==> src/rtl/addr_init_pkg.sv <==
// Shared types and constants for the address-load initiator that drives the
// strobed bank/auto-increment address bus.
package addr_init_pkg;

   localparam int AWIDTH_DEF = 17;
   localparam int DWIDTH_DEF = 8;
   localparam int LWIDTH_DEF = 8;

   localparam logic [2:0] BSEL_B0   = 3'b000;
   localparam logic [2:0] BSEL_B1   = 3'b001;
   localparam logic [2:0] BSEL_B2   = 3'b010;
   localparam logic [2:0] BSEL_NONE = 3'b111;

   typedef enum logic [2:0] {
      IDLE,
      LD0,
      LD1,
      LD2,
      BEAT_WAIT,
      BEAT,
      FIN
   } ainitState_t;

   // Banks are always visited in ascending order; once none remain the
   // request either moves on to data beats or finishes outright.
   function automatic ainitState_t pickNext(input logic [2:0] need, input logic lenZero);
      if (need[0])
         return LD0;
      else if (need[1])
         return LD1;
      else if (need[2])
         return LD2;
      else if (lenZero)
         return FIN;
      else
         return BEAT_WAIT;
   endfunction

endpackage

==> src/rtl/addr_load_initiator_strobe_phaser.sv <==
// Generates one bus strobe: SETUP_CYC high cycles, then LOW_CYC low cycles.
// fallPulse/donePulse flag the cycle before the falling and rising edges.
module strobe_phaser #(
   parameter int SETUP_CYC = 1,
   parameter int LOW_CYC   = 2
) (
   input  logic clock,
   input  logic reset,
   input  logic start,
   output logic strbN,
   output logic fallPulse,
   output logic donePulse
);

   localparam int TOTAL = SETUP_CYC + LOW_CYC;
   localparam int CW    = $clog2(TOTAL + 1);
   localparam logic [CW-1:0] FALL_IDX = CW'(SETUP_CYC - 1);
   localparam logic [CW-1:0] LAST_IDX = CW'(TOTAL - 1);

   logic          active;
   logic [CW-1:0] cnt;
   logic [CW-1:0] idx;
   logic          running;

   // start is high during the first cycle of a strobe, so that cycle is index 0
   assign running   = start | active;
   assign idx       = start ? '0 : cnt;
   assign fallPulse = running && (idx == FALL_IDX);
   assign donePulse = running && (idx == LAST_IDX);

   // StrbN is a plain register so the bus never sees a combinational glitch.
   always_ff @(posedge clock) begin
      if (reset) begin
         active <= 1'b0;
         cnt    <= '0;
         strbN  <= 1'b1;
      end else if (running) begin
         if (donePulse) begin
            active <= 1'b0;
            cnt    <= '0;
            strbN  <= 1'b1;
         end else begin
            active <= 1'b1;
            cnt    <= idx + 1'b1;
            if (fallPulse)
               strbN <= 1'b0;
         end
      end
   end

endmodule

==> src/rtl/addr_load_initiator.sv <==
// Host-side master for the strobed address-controller bus: loads changed
// address banks, then issues one auto-increment strobe per data beat.
module addr_load_initiator
   import addr_init_pkg::*;
#(
   parameter int AWIDTH         = AWIDTH_DEF,
   parameter int DWIDTH         = DWIDTH_DEF,
   parameter int LWIDTH         = LWIDTH_DEF,
   parameter int SETUP_CYC      = 1,
   parameter int LOW_CYC        = 2,
   parameter int SKIP_UNCHANGED = 1
) (
   input  logic              AINIT_Clk,
   input  logic              AINIT_Rst,
   input  logic              AINIT_Req_Valid,
   output logic              AINIT_Req_Ready,
   input  logic [AWIDTH-1:0] AINIT_Req_Addr,
   input  logic [LWIDTH-1:0] AINIT_Req_Len,
   input  logic              AINIT_Beat_Valid,
   output logic              AINIT_Beat_Ready,
   input  logic [DWIDTH-1:0] AINIT_Beat_Data,
   output logic              AINIT_Done,
   output logic              AINIT_StrbN,
   output logic [2:0]        AINIT_BSel,
   output logic [DWIDTH-1:0] AINIT_Data_Out,
   output logic              AINIT_Inc
);

   ainitState_t       state;
   ainitState_t       nextState;
   logic [AWIDTH-1:0] addrReg;
   logic [AWIDTH-1:0] curAddr;
   logic [AWIDTH-1:0] shadow;
   logic              shadowValid;
   logic [LWIDTH-1:0] lenRem;
   logic [2:0]        needLd;
   logic [2:0]        needNew;
   logic              lenZero;
   logic              startStrb;
   logic              fallPulse;
   logic              donePulse;

   function automatic logic [DWIDTH-1:0] bankByte(input logic [AWIDTH-1:0] a, input int bank);
      case (bank)
         0:       return DWIDTH'(a[7:0]);
         1:       return DWIDTH'(a[15:8]);
         default: return DWIDTH'(a[AWIDTH-1:16]);
      endcase
   endfunction

   strobe_phaser #(
      .SETUP_CYC (SETUP_CYC),
      .LOW_CYC   (LOW_CYC)
   ) uPhaser (
      .clock     (AINIT_Clk),
      .reset     (AINIT_Rst),
      .start     (startStrb),
      .strbN     (AINIT_StrbN),
      .fallPulse (fallPulse),
      .donePulse (donePulse)
   );

   assign AINIT_Req_Ready  = (state == IDLE) && AINIT_Req_Valid && !AINIT_Rst;
   assign AINIT_Beat_Ready = (state == BEAT_WAIT) && AINIT_Beat_Valid && !AINIT_Rst;

   // Bank skip decisions compare the shadow against the incoming request, and
   // the next state is chosen here so the registered outputs can follow it.
   always_comb begin
      curAddr   = (state == IDLE) ? AINIT_Req_Addr : addrReg;
      lenZero   = (state == IDLE) ? (AINIT_Req_Len == '0) : (lenRem == '0);
      needNew   = '0;
      for (int b = 0; b < 3; b++)
         needNew[b] = !((SKIP_UNCHANGED != 0) && shadowValid &&
                        (bankByte(shadow, b) == bankByte(AINIT_Req_Addr, b)));
      nextState = state;
      case (state)
         IDLE:      if (AINIT_Req_Valid) nextState = pickNext(needNew, lenZero);
         LD0:       if (donePulse) nextState = pickNext(needLd & 3'b110, lenZero);
         LD1:       if (donePulse) nextState = pickNext(needLd & 3'b100, lenZero);
         LD2:       if (donePulse) nextState = pickNext(3'b000, lenZero);
         BEAT_WAIT: if (AINIT_Beat_Valid) nextState = BEAT;
         BEAT:      if (donePulse) nextState = (lenRem == LWIDTH'(1)) ? FIN : BEAT_WAIT;
         FIN:       nextState = IDLE;
         default:   nextState = IDLE;
      endcase
   end

   // Bus values are set on entry to a state and held for the whole strobe;
   // the shadow tracks the target by applying each change at its falling edge.
   always_ff @(posedge AINIT_Clk) begin
      if (AINIT_Rst) begin
         state          <= IDLE;
         addrReg        <= '0;
         lenRem         <= '0;
         needLd         <= '0;
         shadow         <= '0;
         shadowValid    <= 1'b0;
         startStrb      <= 1'b0;
         AINIT_Done     <= 1'b0;
         AINIT_BSel     <= BSEL_NONE;
         AINIT_Data_Out <= '0;
         AINIT_Inc      <= 1'b0;
      end else begin
         state      <= nextState;
         startStrb  <= 1'b0;
         AINIT_Done <= 1'b0;

         if ((state == IDLE) && AINIT_Req_Valid) begin
            addrReg <= AINIT_Req_Addr;
            lenRem  <= AINIT_Req_Len;
            needLd  <= needNew;
         end

         if (fallPulse) begin
            case (state)
               LD0:     shadow[7:0]         <= addrReg[7:0];
               LD1:     shadow[15:8]        <= addrReg[15:8];
               LD2:     shadow[AWIDTH-1:16] <= addrReg[AWIDTH-1:16];
               BEAT:    shadow              <= shadow + 1'b1;
               default: ;
            endcase
         end

         if ((state == BEAT) && donePulse)
            lenRem <= lenRem - 1'b1;

         if ((state inside {IDLE, LD0, LD1, LD2}) && (nextState inside {BEAT_WAIT, FIN}))
            shadowValid <= 1'b1;

         if (nextState != state) begin
            case (nextState)
               LD0: begin
                  AINIT_BSel     <= BSEL_B0;
                  AINIT_Data_Out <= bankByte(curAddr, 0);
                  AINIT_Inc      <= 1'b0;
                  startStrb      <= 1'b1;
               end
               LD1: begin
                  AINIT_BSel     <= BSEL_B1;
                  AINIT_Data_Out <= bankByte(curAddr, 1);
                  AINIT_Inc      <= 1'b0;
                  startStrb      <= 1'b1;
               end
               LD2: begin
                  AINIT_BSel     <= BSEL_B2;
                  AINIT_Data_Out <= bankByte(curAddr, 2);
                  AINIT_Inc      <= 1'b0;
                  startStrb      <= 1'b1;
               end
               BEAT: begin
                  AINIT_BSel     <= BSEL_NONE;
                  AINIT_Data_Out <= AINIT_Beat_Data;
                  AINIT_Inc      <= 1'b1;
                  startStrb      <= 1'b1;
               end
               FIN: begin
                  AINIT_BSel <= BSEL_NONE;
                  AINIT_Inc  <= 1'b0;
                  AINIT_Done <= 1'b1;
               end
               default: begin
                  AINIT_BSel <= BSEL_NONE;
                  AINIT_Inc  <= 1'b0;
               end
            endcase
         end
      end
   end

endmodule

==> config.mk <==
export PLATFORM = sky130hd
export DESIGN_NAME = addr_load_initiator
export DESIGN_NICKNAME = d
export VERILOG_FILES = /design/src/rtl/addr_init_pkg.sv /design/src/rtl/addr_load_initiator_strobe_phaser.sv /design/src/rtl/addr_load_initiator.sv
export SDC_FILE = /design/constraint.sdc
export NUM_CORES = 1
export LEC_CHECK = 0
export ABC_AREA = 0
export CAP_MARGIN = 20
export CORE_ASPECT_RATIO = 0.9
export CORE_MARGIN = 4
export CORE_UTILIZATION = 30
export CTS_BUF_LIST = sky130_fd_sc_hd__clkbuf_4
export DETAILED_ROUTE_END_ITERATION = 10
export PLACE_DENSITY = 0.6
export SKIP_LAST_GASP = 1
export SLEW_MARGIN = 20
export SYNTH_ARGS = -nofsm -noshare
export SYNTH_HDL_FRONTEND = slang
export SYNTH_SLANG_ARGS = --single-unit
==> constraint.sdc <==
create_clock -name AINIT_Clk -period 3.1 [get_ports AINIT_Clk]
set_input_delay 0.31 -clock AINIT_Clk [delete_from_list [all_inputs] [get_ports AINIT_Clk]]
set_output_delay 0.31 -clock AINIT_Clk [all_outputs]
set_load 0.005 [all_outputs]
==> results by group <==
GRT
  • Vias in the first global route: 3734
  • Global route overflow: 0
  • First-pass GRT wire length: 19100 um
  • GRT Total Usage: 0.160
  • Largest net degree at the start of global routing: 37
  • Initial antenna violation count: 0

Power and ir drop
  • Leakage: 0.00175 uW
  • VDD IR max: 0.266 mV
  • P_int: 1600 uW
  • Net Sw Power: 680 uW
  • Combinational share of power: 0.232
  • Sw frac: 0.298
  • Power Dens Cells: 474 mW/mm^2
  • Power Total: 2280 uW
  • Clock share of power: 0.335
  • Sequential Power Share: 0.432

Timing
  • Slew Limit Fails: 0
  • Setup ws final: 92.7 ps
  • Crit share post-route: 0.970
  • Relative slew slack: 0.457
  • Fmax: 0.333 GHz
  • Final TNS setup: 0 ps
  • Min Clock Period, post-route: 3010 ps
  • Final hold violations: 0
  • Actual slew at the worst max-slew pin: 812 ps
  • Setup violations, final: 0
  • RSZ-0062 raised after global routing: no
  • Setup Skew: 23.5 ps

Placement
  • Number of port buffers: 52
  • Dpl ws: 79.8 ps
  • Inst Count DP: 701
  • RD Place Congestion: 0.875
  • HPWL Detailed: 8600 um

Drt
  • Vias post-DR: 3929
  • WL/cell: 16.4 um
  • DR DRC count: 0
  • Final WL: 11800 um
  • Routed Antenna Nets: 0
  • Vias per cell: 5.46
  • First-pass iteration count of the detailed router: 5
  • Starting DRT DRC Count: 296

Floorplan
  • Die ar.: 0.0149 mm^2
  • Area of the core: 0.0127 mm^2
  • Ports: 53
  • Num rows: 39
  • Chip height: 116 um
  • Initial core utilization: 0.307
  • Die Wd: 128 um

Layout
  • Non-Filler Instances: 720
  • Most frequent cells in the layout: dfxtp_1 (65), nand2_1 (60), nor2_1 (56)
  • Inserted Diodes: 0
  • Net count, final: 594
  • Layout cells sized above 1: 0.0953
  • Synth-to-layout area growth: 23.1%
  • Commonest non-fill, non-tap cell in the layout: dfxtp_1

Clock tree
  • Clock transition at path regs: 120 ps
  • CTS Buf Count: 9
  • Cts hold-fix bufs: 0
  • CTS tree: done
  • Root Driver: clkbuf_4
  • CTS max path bufs: 2
  • CTS Sinks: 66
  • Clk_lat worst skew: 460 ps
  • H-tree depth: 3

Logic synthesis
  • Main flop type after synthesis: dfxtp_1
  • Synth Cell Area: 0.00391 mm^2
  • Post-synth EDFFs: 0
  • Async set or reset register ratio after synthesis: 0
  • Post-Synthesis Cells: 500
  • Yosys warning count: 0
  • Post-Syn Area per Cell: 7.81 um^2
  • Seq cells post-synth: 66
  • Total nets after synthesis: 543
  • Post-synthesis sequential area ratio: 0.338
  • Synth cell types: 63

Worst setup path
  • Worst stage delay on the critical path: 470 ps
  • Worst-path cell chain: nand2b_1, ha_1, o21ai_1, and3_1, a311oi_1, o211ai_2, buf_4, a221o_1, and3_1, o21ai_1
  • CP Capture Type: flop
  • Crit-path slowest cell: a221o_1
  • Worst path bufs/invs: 1
  • Kind of critical path: flop to flop
  • Arr. time, crit path: 3400 ps
  • Critical path launch point type: flop
  • Worst EP required: 3490 ps
  • CP top delay family: compound AO/OA/AOI/OAI gates
  • CP Max Fanout: 13

Run
  • Max cap viols: 0

Run status
  • Status: complete, no violations

Hold path
  • Worst Hold Class: input port to flop
-- Yosys cell counts, drive strengths merged, types with 3 or more instances --
library cell,count,area share
and3,8,0.013
nor4,7,0.014
nand4,3,0.0048
a22oi,5,0.0096
nor2,56,0.054
buf,11,0.020
nand2,60,0.058
o21a,3,0.0058
a211oi,20,0.038
o22ai,5,0.0080
o31ai,3,0.0070
a21oi,47,0.061
o21ai,27,0.036
a22o,3,0.0067
mux2i,14,0.036
nor3,16,0.021
inv,15,0.014
ha,6,0.019
o211a,3,0.0077
nor2b,6,0.0096
a221oi,8,0.018
a311oi,10,0.024
and2,7,0.011
nand2b,5,0.0080
clkbuf,19,0.018
dfxtp,66,0.34
xnor2,8,0.018
o211ai,4,0.0090
xor2,10,0.022
nand3,21,0.028
-- cell families (layout without fill, tap and decap cells) --
| kind of cell | count (synthesis) | in the layout | share of synthesized area |
|---|---|---|---|
| AO/OA/AOI/OAI | 155 | 155 | 0.272 |
| XOR/XNOR | 18 | 18 | 0.0404 |
| adder cells (fa/ha/maj) | 6 | 6 | 0.0192 |
| buffers and inverters | 45 | 101 | 0.0522 |
| flip-flops | 66 | 66 | 0.338 |
| multiplexers | 15 | 15 | 0.0416 |
| AND/OR/NAND/NOR | 195 | 195 | 0.237 |
-- layer usage --
layer / GRT usage / vias up / share of wire
met1: 0.233 / 1848 / 0.49
met3: 0.0393 / 19 / 0.075
met5: 0 / - / 0
met4: 0.0488 / 0 / 0.019
li1: - / 1939 / -
met2: 0.232 / 123 / 0.42
-- timing repair --
action | in CTS | in global routing
buffers inserted | 0 | 3
endpoints found under the hold margin | 0 | 0
endpoints found under the setup margin | 0 | 13
gates resized for setup | 0 | 2
-- sequential cells by signal, summed over array words and instances (netlist names) --
name	count
shadow	17
uPhaser.cnt	2
AINIT_BSel	3
uPhaser.active	1
state	3
lenRem	8
uPhaser.strbN	1
AINIT_Done	1
needLd	2
AINIT_Data_Out	8
startStrb	1
shadowValid	1
AINIT_Inc	1
addrReg	17
-- worst reg2reg max path, cell delays in order, from the launching register on --
cell	delay (ps)
dfxtp_2	420
nand2b_1	170
ha_1	290
o21ai_1	230
and3_1	250
a311oi_1	340
o211ai_2	220
buf_4	230
a221o_1	470
and3_1	220
o21ai_1	110
-- through the flow --
stage / instance area [um^2] / util / hold WS, ps
CTS: 4780 / 0.375 / 318
floorplan: 3910 / - / 443
finish: 4810 / 0.377 / 329
global route: 4810 / 0.377 / 344
detailed placement: 4600 / 0.361 / 462
global placement: 4600 / 0.361 / 456
-- power groups by stage --
stage	registers, uW	logic (uW)	clock network (uW)
after floorplan	985	328	0
after global placement	1000	508	0
after detailed placement	1000	519	0
after CTS	984	521	778
after global routing	997	583	814
final	985	530	765
-- worst paths after layout --
kind              start            end  slack (ps)  cells past startpoint
max           startStrb  AINIT_BSel[0]          90                     10
min reg2reg  addrReg[0]     addrReg[0]         480                      2
max reg2reg   startStrb  AINIT_BSel[0]          90                     10
min           AINIT_Rst      lenRem[0]         330                      2
-- final cells by class --
| type | instances | area [um^2] |
|---|---|---|
| fill | 1323 | 7930 |
| multi-input combinational | 389 | 2390 |
| sequential | 66 | 1320 |
| timing repair buffer | 70 | 651 |
| tap | 164 | 205 |
| clock inverter | 5 | 103 |
| clock buffer | 11 | 82.6 |
| inverter | 15 | 56.3 |
No activity file was read; power rests on OpenSTA's default activity.
